`config.mk`:
```
export PLATFORM = sky130hd
export DESIGN_NAME = psum_accum_pipe
export DESIGN_NICKNAME = d
export VERILOG_FILES = /design/src/rtl/psum_accum_pipe_pkg.sv /design/src/rtl/psum_accum_pipe_adder_tree.sv /design/src/rtl/psum_accum_pipe.sv
export SDC_FILE = /design/constraint.sdc
export NUM_CORES = 1
export LEC_CHECK = 0
export BUFFER_PORTS_ARGS = -buffer_cell sky130_fd_sc_hd__buf_2
export CELL_PAD_IN_SITES_DETAIL_PLACEMENT = 1
export CELL_PAD_IN_SITES_GLOBAL_PLACEMENT = 2
export CORE_MARGIN = 5
export CORE_UTILIZATION = 32
export CTS_BUF_LIST = sky130_fd_sc_hd__clkbuf_8
export DETAILED_ROUTE_END_ITERATION = 16
export HOLD_SLACK_MARGIN = 0.1
export PLACE_DENSITY_LB_ADDON = 0.1
export SETUP_SLACK_MARGIN = 0.3
export SLEW_MARGIN = 20
export SYNTH_ARGS = -nofsm -noshare
export SYNTH_HDL_FRONTEND = slang
export SYNTH_HIERARCHICAL = 1
export SYNTH_SLANG_ARGS = --single-unit
```
`constraint.sdc`:
```
create_clock -name clk -period 3.7 [get_ports clk]
set_input_delay 0 -clock clk [delete_from_list [all_inputs] [get_ports clk]]
set_output_delay 0 -clock clk [all_outputs]
set_load 0.005 [all_outputs]
```
`src/rtl/psum_accum_pipe_pkg.sv`:
```
// Shared definitions for the PE-column partial-sum accumulator:
// mode encoding and the ceil-log2 helper used to size the internal sum.
package psum_accum_pipe_pkg;

    localparam int MODE_W = 2;

    typedef enum logic [MODE_W-1:0] {
        MODE_SUM  = 2'd0,
        MODE_PSUM = 2'd1,
        MODE_BIAS = 2'd2,
        MODE_RELU = 2'd3
    } mode_e;

    function automatic int clog2(input int value);
        int r;
        r = 0;
        for (int i = 0; i < 32; i++) begin
            if ((1 << r) < value) r = r + 1;
        end
        return r;
    endfunction

endpackage

```
`src/rtl/psum_accum_pipe_adder_tree.sv`:
```
// Combinational signed reduction of N_IN packed product lanes into one
// IW-bit sum; every lane is sign-extended first so the sum cannot overflow.
module adder_tree
    import psum_accum_pipe_pkg::*;
#(
    parameter int N_IN   = 3,
    parameter int DATA_W = 32,
    parameter int IW     = 36
) (
    input  logic        [N_IN*DATA_W-1:0] data_in,
    output logic signed [IW-1:0]          sum
);

    logic signed [DATA_W-1:0] lane;
    logic signed [IW-1:0]     acc;

    always_comb begin
        acc  = '0;
        lane = '0;
        for (int i = 0; i < N_IN; i++) begin
            lane = data_in[i*DATA_W +: DATA_W];
            acc  = acc + {{(IW-DATA_W){lane[DATA_W-1]}}, lane};
        end
    end

    assign sum = acc;

endmodule

```
`src/rtl/psum_accum_pipe.sv`:
```
// Two-stage elastic partial-sum accumulator: S1 reduces products and selects
// psum/bias by mode, S2 adds, applies ReLU then saturation/wrap, and holds the result.
module psum_accum_pipe
    import psum_accum_pipe_pkg::*;
#(
    parameter int N_IN   = 3,
    parameter int DATA_W = 32,
    parameter int BIAS_W = 16,
    parameter int OUT_W  = 32,
    parameter int SAT    = 1
) (
    input  logic                       clk,
    input  logic                       rst_n,
    input  logic                       in_valid,
    output logic                       in_ready,
    input  logic [N_IN*DATA_W-1:0]     data_in,
    input  logic signed [DATA_W-1:0]   psum,
    input  logic signed [BIAS_W-1:0]   bias,
    input  logic [MODE_W-1:0]          mode,
    output logic                       out_valid,
    input  logic                       out_ready,
    output logic signed [OUT_W-1:0]    result,
    output logic                       sat_flag
);

    localparam int IW = DATA_W + clog2(N_IN + 2) + 1;
    // Comparison width wide enough to hold both the sum and the OUT_W limits
    localparam int CW = ((IW > OUT_W) ? IW : OUT_W) + 1;

    function automatic logic signed [IW-1:0] relu(input logic signed [IW-1:0] v,
                                                  input logic en);
        return (en && v[IW-1]) ? '0 : v;
    endfunction

    // Returns {clipped, value}; in wrap mode the value is simply truncated.
    function automatic logic [OUT_W:0] saturate(input logic signed [IW-1:0] v);
        logic signed [CW-1:0] ext;
        logic signed [CW-1:0] max_c;
        logic signed [CW-1:0] min_c;
        ext   = {{(CW-IW){v[IW-1]}}, v};
        max_c = {{(CW-OUT_W+1){1'b0}}, {(OUT_W-1){1'b1}}};
        min_c = {{(CW-OUT_W+1){1'b1}}, {(OUT_W-1){1'b0}}};
        if (SAT == 0)         return {1'b0, ext[OUT_W-1:0]};
        else if (ext > max_c) return {1'b1, max_c[OUT_W-1:0]};
        else if (ext < min_c) return {1'b1, min_c[OUT_W-1:0]};
        else                  return {1'b0, ext[OUT_W-1:0]};
    endfunction

    logic                 vld_p1, vld_p2;
    logic                 s2_adv, in_fire, adv_p1;
    logic signed [IW-1:0] tree_sum;
    logic signed [IW-1:0] tree_sum_p1, psum_x_p1, bias_x_p1;
    logic                 relu_en_p1;
    logic signed [IW-1:0] total, total_relu;
    logic [OUT_W:0]       sat_res;
    logic signed [OUT_W-1:0] result_p2;
    logic                 sat_p2;

    assign s2_adv   = !vld_p2 || out_ready;
    assign in_ready = !vld_p1 || s2_adv;
    assign in_fire  = in_valid && in_ready;
    assign adv_p1   = vld_p1 && s2_adv;

    adder_tree #(
        .N_IN   (N_IN),
        .DATA_W (DATA_W),
        .IW     (IW)
    ) u_adder_tree (
        .data_in (data_in),
        .sum     (tree_sum)
    );

    // ---- Stage 1: product reduction and operand selection ----
    always_ff @(posedge clk or negedge rst_n) begin
        if (!rst_n) begin
            vld_p1      <= 1'b0;
            tree_sum_p1 <= '0;
            psum_x_p1   <= '0;
            bias_x_p1   <= '0;
            relu_en_p1  <= 1'b0;
        end else begin
            vld_p1 <= in_fire || (vld_p1 && !s2_adv);
            if (in_fire) begin
                tree_sum_p1 <= tree_sum;
                psum_x_p1   <= (mode >= MODE_PSUM)
                               ? {{(IW-DATA_W){psum[DATA_W-1]}}, psum} : '0;
                bias_x_p1   <= (mode >= MODE_BIAS)
                               ? {{(IW-BIAS_W){bias[BIAS_W-1]}}, bias} : '0;
                relu_en_p1  <= (mode == MODE_RELU);
            end
        end
    end

    always_comb begin
        total      = tree_sum_p1 + psum_x_p1 + bias_x_p1;
        total_relu = relu(total, relu_en_p1);
        sat_res    = saturate(total_relu);
    end

    // ---- Stage 2: add, ReLU, saturate, output register ----
    always_ff @(posedge clk or negedge rst_n) begin
        if (!rst_n) begin
            vld_p2    <= 1'b0;
            result_p2 <= '0;
            sat_p2    <= 1'b0;
        end else begin
            vld_p2 <= adv_p1 || (vld_p2 && !out_ready);
            if (adv_p1) begin
                result_p2 <= sat_res[OUT_W-1:0];
                sat_p2    <= sat_res[OUT_W];
            end
        end
    end

    assign out_valid = vld_p2;
    assign result    = result_p2;
    assign sat_flag  = sat_p2;

endmodule

```
==> impl_metrics.csv <==
group,metric,value,unit
grt,grt_pass1_wl,49500,µm
grt,grt_max_degree,70,
cells_and_area,syn_to_final_growth,33.2,%
routing,vias_per_cell,4.97,
grt,met1_usage,25.6,%
placement,gp_congestion,0.809,
routing,routed_wl,30400,µm
job,cap_violations,0,
critical_path,cp_cell_sequence,"fa_1 > ha_2 > fa_2 > a21oi_2 > o211ai_1 > a221oi_4 > o21ai_2 > or3_1 > a222oi_1 > a211oi_2 > nor2b_4 > a221o_1",
routing,dr.pass1.iters,6,
critical_path,slowest_delay,0.48,ns
grt,globalRoute.totalOverflow,0,
critical_path,crit_fanout,6,
routing,drc_errors,0,
timing,worst-slew-pin-transition,0.936,ns
clocking,clock_latency,0.47,ns
critical_path,required,4.05,ns
cells_and_area,diodes,0,
synthesis,syn_nets,1314,
cells_and_area,multi_input_area,6670,µm²
synthesis,synth_seq_cells,120,
power,p_total,11.1,mW
synthesis,netlist_instances,1029,
timing,hold_ws,0.170,ns
floorplan,die_h,185,µm
critical_path,cp_num_buf_inv,0,
synthesis,async_flop_share,100,%
timing,final.setup.worst_slack,-0.157,ns
clocking,cts.sinks,120,
timing,finalCriticalPeriod,3.86,ns
clocking,path_clk_slew,0.08,ns
floorplan,die_width,185,µm
outcome,outcome,"finished with violations",
cells_and_area,final_area,13000,µm²
cells_and_area,fillCellCount,3526,
clocking,clock_path_buffers,2,
critical_path,crit_path_end_kind,"flip-flop",
critical_path,crit_arrival,4.20,ns
cells_and_area,layout-drive-gt1-share,29.1,%
floorplan,fp-row-count,64,
power,p_leak,5.99,nW
synthesis,synth_cell_type_count,66,
grt,grt.busiest_layer,"met2",
routing,drt_iter0_drc,248,
synthesis,syn_area_per_cell,9.50,µm²
timing,max_freq,259,MHz
power,p_per_area,849,nW/µm²
timing,period_share,104,%
grt,first_global_vias,9539,
critical_path,critPathSlowestCell,"fa_1",
clocking,root_buffer,"clkbuf_8",
grt,met3_usage,2.11,%
routing,drtAntennaViolNets,0,
synthesis,synth_edf_count,0,
timing,fin_skew,0.0136,ns
critical_path,path_delay_family,"compound AO/OA/AOI/OAI gates",
critical_path,critical_path_class,"reg -> reg",
timing,finalSetupViolations,32,
placement,dpl_cell_area,11600,µm²
routing,wire_per_inst,17.3,µm
grt,use_met2,29.9,%
cells_and_area,final_net_count,1631,
clocking,cts_buffers,17,
floorplan,dieArea,34100,µm²
grt,grt_antenna_before_repair,0,
timing,maxSlewViolCount,0,
placement,post-dp-hpwl,24200,µm
power,ir_worst_vdd,0.000325,V
clocking,htreeDepth,4,
synthesis,synth_ff_type,"dfrtp_1",
outcome,violations,"negative setup slack",
synthesis,yosysSeqAreaShare,30.7,%
cells_and_area,seqCellArea,3010,µm²
placement,io_buffers,184,
critical_path,startpoint_type,"flip-flop",
floorplan,io_pins,185,
clocking,cts_tree,"done",
placement,dpl_worst_slack,-0.232,ns
synthesis,synth_area,9770,µm²
grt,grt_usage,18.2,%
min_path,hold_class,"in -> reg",
synthesis,synth_warnings,6,
floorplan,start_util,32.2,%
timing,maxSlewHeadroom,37.6,%
timing,hold_viol,0,
floorplan,design.core.area,30300,µm²
routing,vias,8719,
timing,grt_setup_unrepaired,"yes",
timing,totalNegativeSetupSlack,-3.78,ns
[worst register-to-register path, cell delays in order (launching register included)]
cell and delay [ns]:
dfrtp_1 0.40, fa_1 0.48, ha_2 0.20, fa_2 0.35, a21oi_2 0.16, o211ai_1 0.19
a221oi_4 0.43, o21ai_2 0.09, or3_1 0.33, a222oi_1 0.47, a211oi_2 0.18, nor2b_4 0.18
a221o_1 0.28
[per-stage QoR]
stage                     util, %  instances
after floorplan                 -       1029
after global placement       38.2       1638
after detailed placement     38.2       1638
after CTS                    42.4       1751
after global routing         42.9       1755
final                        42.9       1755
[worst paths after layout]
check	from	to	slack (ns)	cells past startpoint
worst max register to register	tree_sum_p1[1]$_DFFE_PN0P_	result[21]$_DFFE_PN0P_	-0.16	12
worst min register to register	result[0]$_DFFE_PN0P_	result[0]$_DFFE_PN0P_	0.47	2
max in group asynchronous	rst_n	result[17]$_DFFE_PN0P_	2.60	3
worst max-delay path	tree_sum_p1[1]$_DFFE_PN0P_	result[21]$_DFFE_PN0P_	-0.16	12
min in group asynchronous	rst_n	result[5]$_DFFE_PN0P_	0.19	2
worst min-delay path	data_in[65]	tree_sum_p1[1]$_DFFE_PN0P_	0.17	4
[metal layers]
layer	up-vias	part of all wire [%]
li1	4340	-
met3	23	3.1
met1	4208	49
met5	-	0
met4	0	1.3
met2	148	46
[report_power, final]
| part | leakage, nW | switching, mW | total, mW | internal [mW] |
|---|---|---|---|---|
| clock | 0.185 | 0.634 | 1.20 | 0.565 |
| combinational | 4.34 | 4.08 | 7.72 | 3.64 |
| sequential | 1.47 | 0.369 | 2.14 | 1.77 |
[Yosys cell counts (8+ instances only)]
library cell  instances  area share, %
a211oi_1             16            1.2
fa_1                 69             14
nand4_1              11           0.70
nand2_1             168            6.5
inv_1                24           0.92
xnor2_1              40            3.6
o31ai_1              26            2.0
and3_1               11           0.70
mux2_2               37            4.3
a21o_1               21            1.6
o21bai_1              8           0.61
nand3_1              21            1.1
nor2_1               55            2.1
o21a_1               10           0.77
o211ai_1              8           0.61
nor3_1                9           0.46
a221o_1              14            1.4
o21ai_0              82            4.2
clkbuf_1             39            1.5
dfrtp_1             120             31
a21oi_1              63            3.2
xor2_1               15            1.3
ha_1                 66            8.5
[sequential cells by signal, summed over array words and instances, names as in the netlist]
name,flops
bias_x_p1,16
out_valid,1
psum_x_p1,32
relu_en_p1,1
result,32
sat_flag,1
tree_sum_p1,36
vld_p1,1
[placed cells by master, fill, tap and decap left out, types with 14 or more instances in the layout]
cell and n:
xnor2_1 40, o21ai_0 78, dlygate4sd3_1 70, nand2_1 164, mux2_2 37, a21o_1 21
buf_4 90, dfrtp_1 119, nand3_1 21, a221o_1 14, buf_2 183, ha_1 59
inv_1 24, nor2_1 51, o31ai_1 25, clkbuf_8 18, xor2_1 15, a211oi_1 14
fa_1 68, a21oi_1 57
[layout make-up]
| class | count | area share, % |
|---|---|---|
| inverters | 24 | 0.692 |
| flip-flops and latches | 120 | 23.1 |
| repair buffers | 349 | 18.2 |
| clock inverters | 14 | 1.09 |
| clock buffers | 18 | 1.90 |
| multi-input cells | 834 | 51.2 |
| well taps | 396 | 3.81 |
[repair_timing]
action,in CTS,in global routing
setup buffers,10,4
endpoints found under the hold margin,117,0
pin swaps,11,8
hold buffers,70,0
gates cloned,1,0
resized for setup,15,27
setup endpoints to repair,33,33
[kinds of logic (layout without fill, tap and decap cells)]
logic type | Yosys count | after routing | share of synthesized area [%]
AO/OA/AOI/OAI | 294 | 294 | 20.0
XOR/XNOR | 55 | 55 | 4.93
adder cells (fa/ha/maj) | 135 | 135 | 22.6
buffers and inverters | 76 | 405 | 3.27
flip-flops | 120 | 120 | 30.7
multiplexers | 37 | 37 | 4.26
AND/OR/NAND/NOR | 312 | 313 | 14.3
Note: power is estimated with default switching activity, not from simulation.
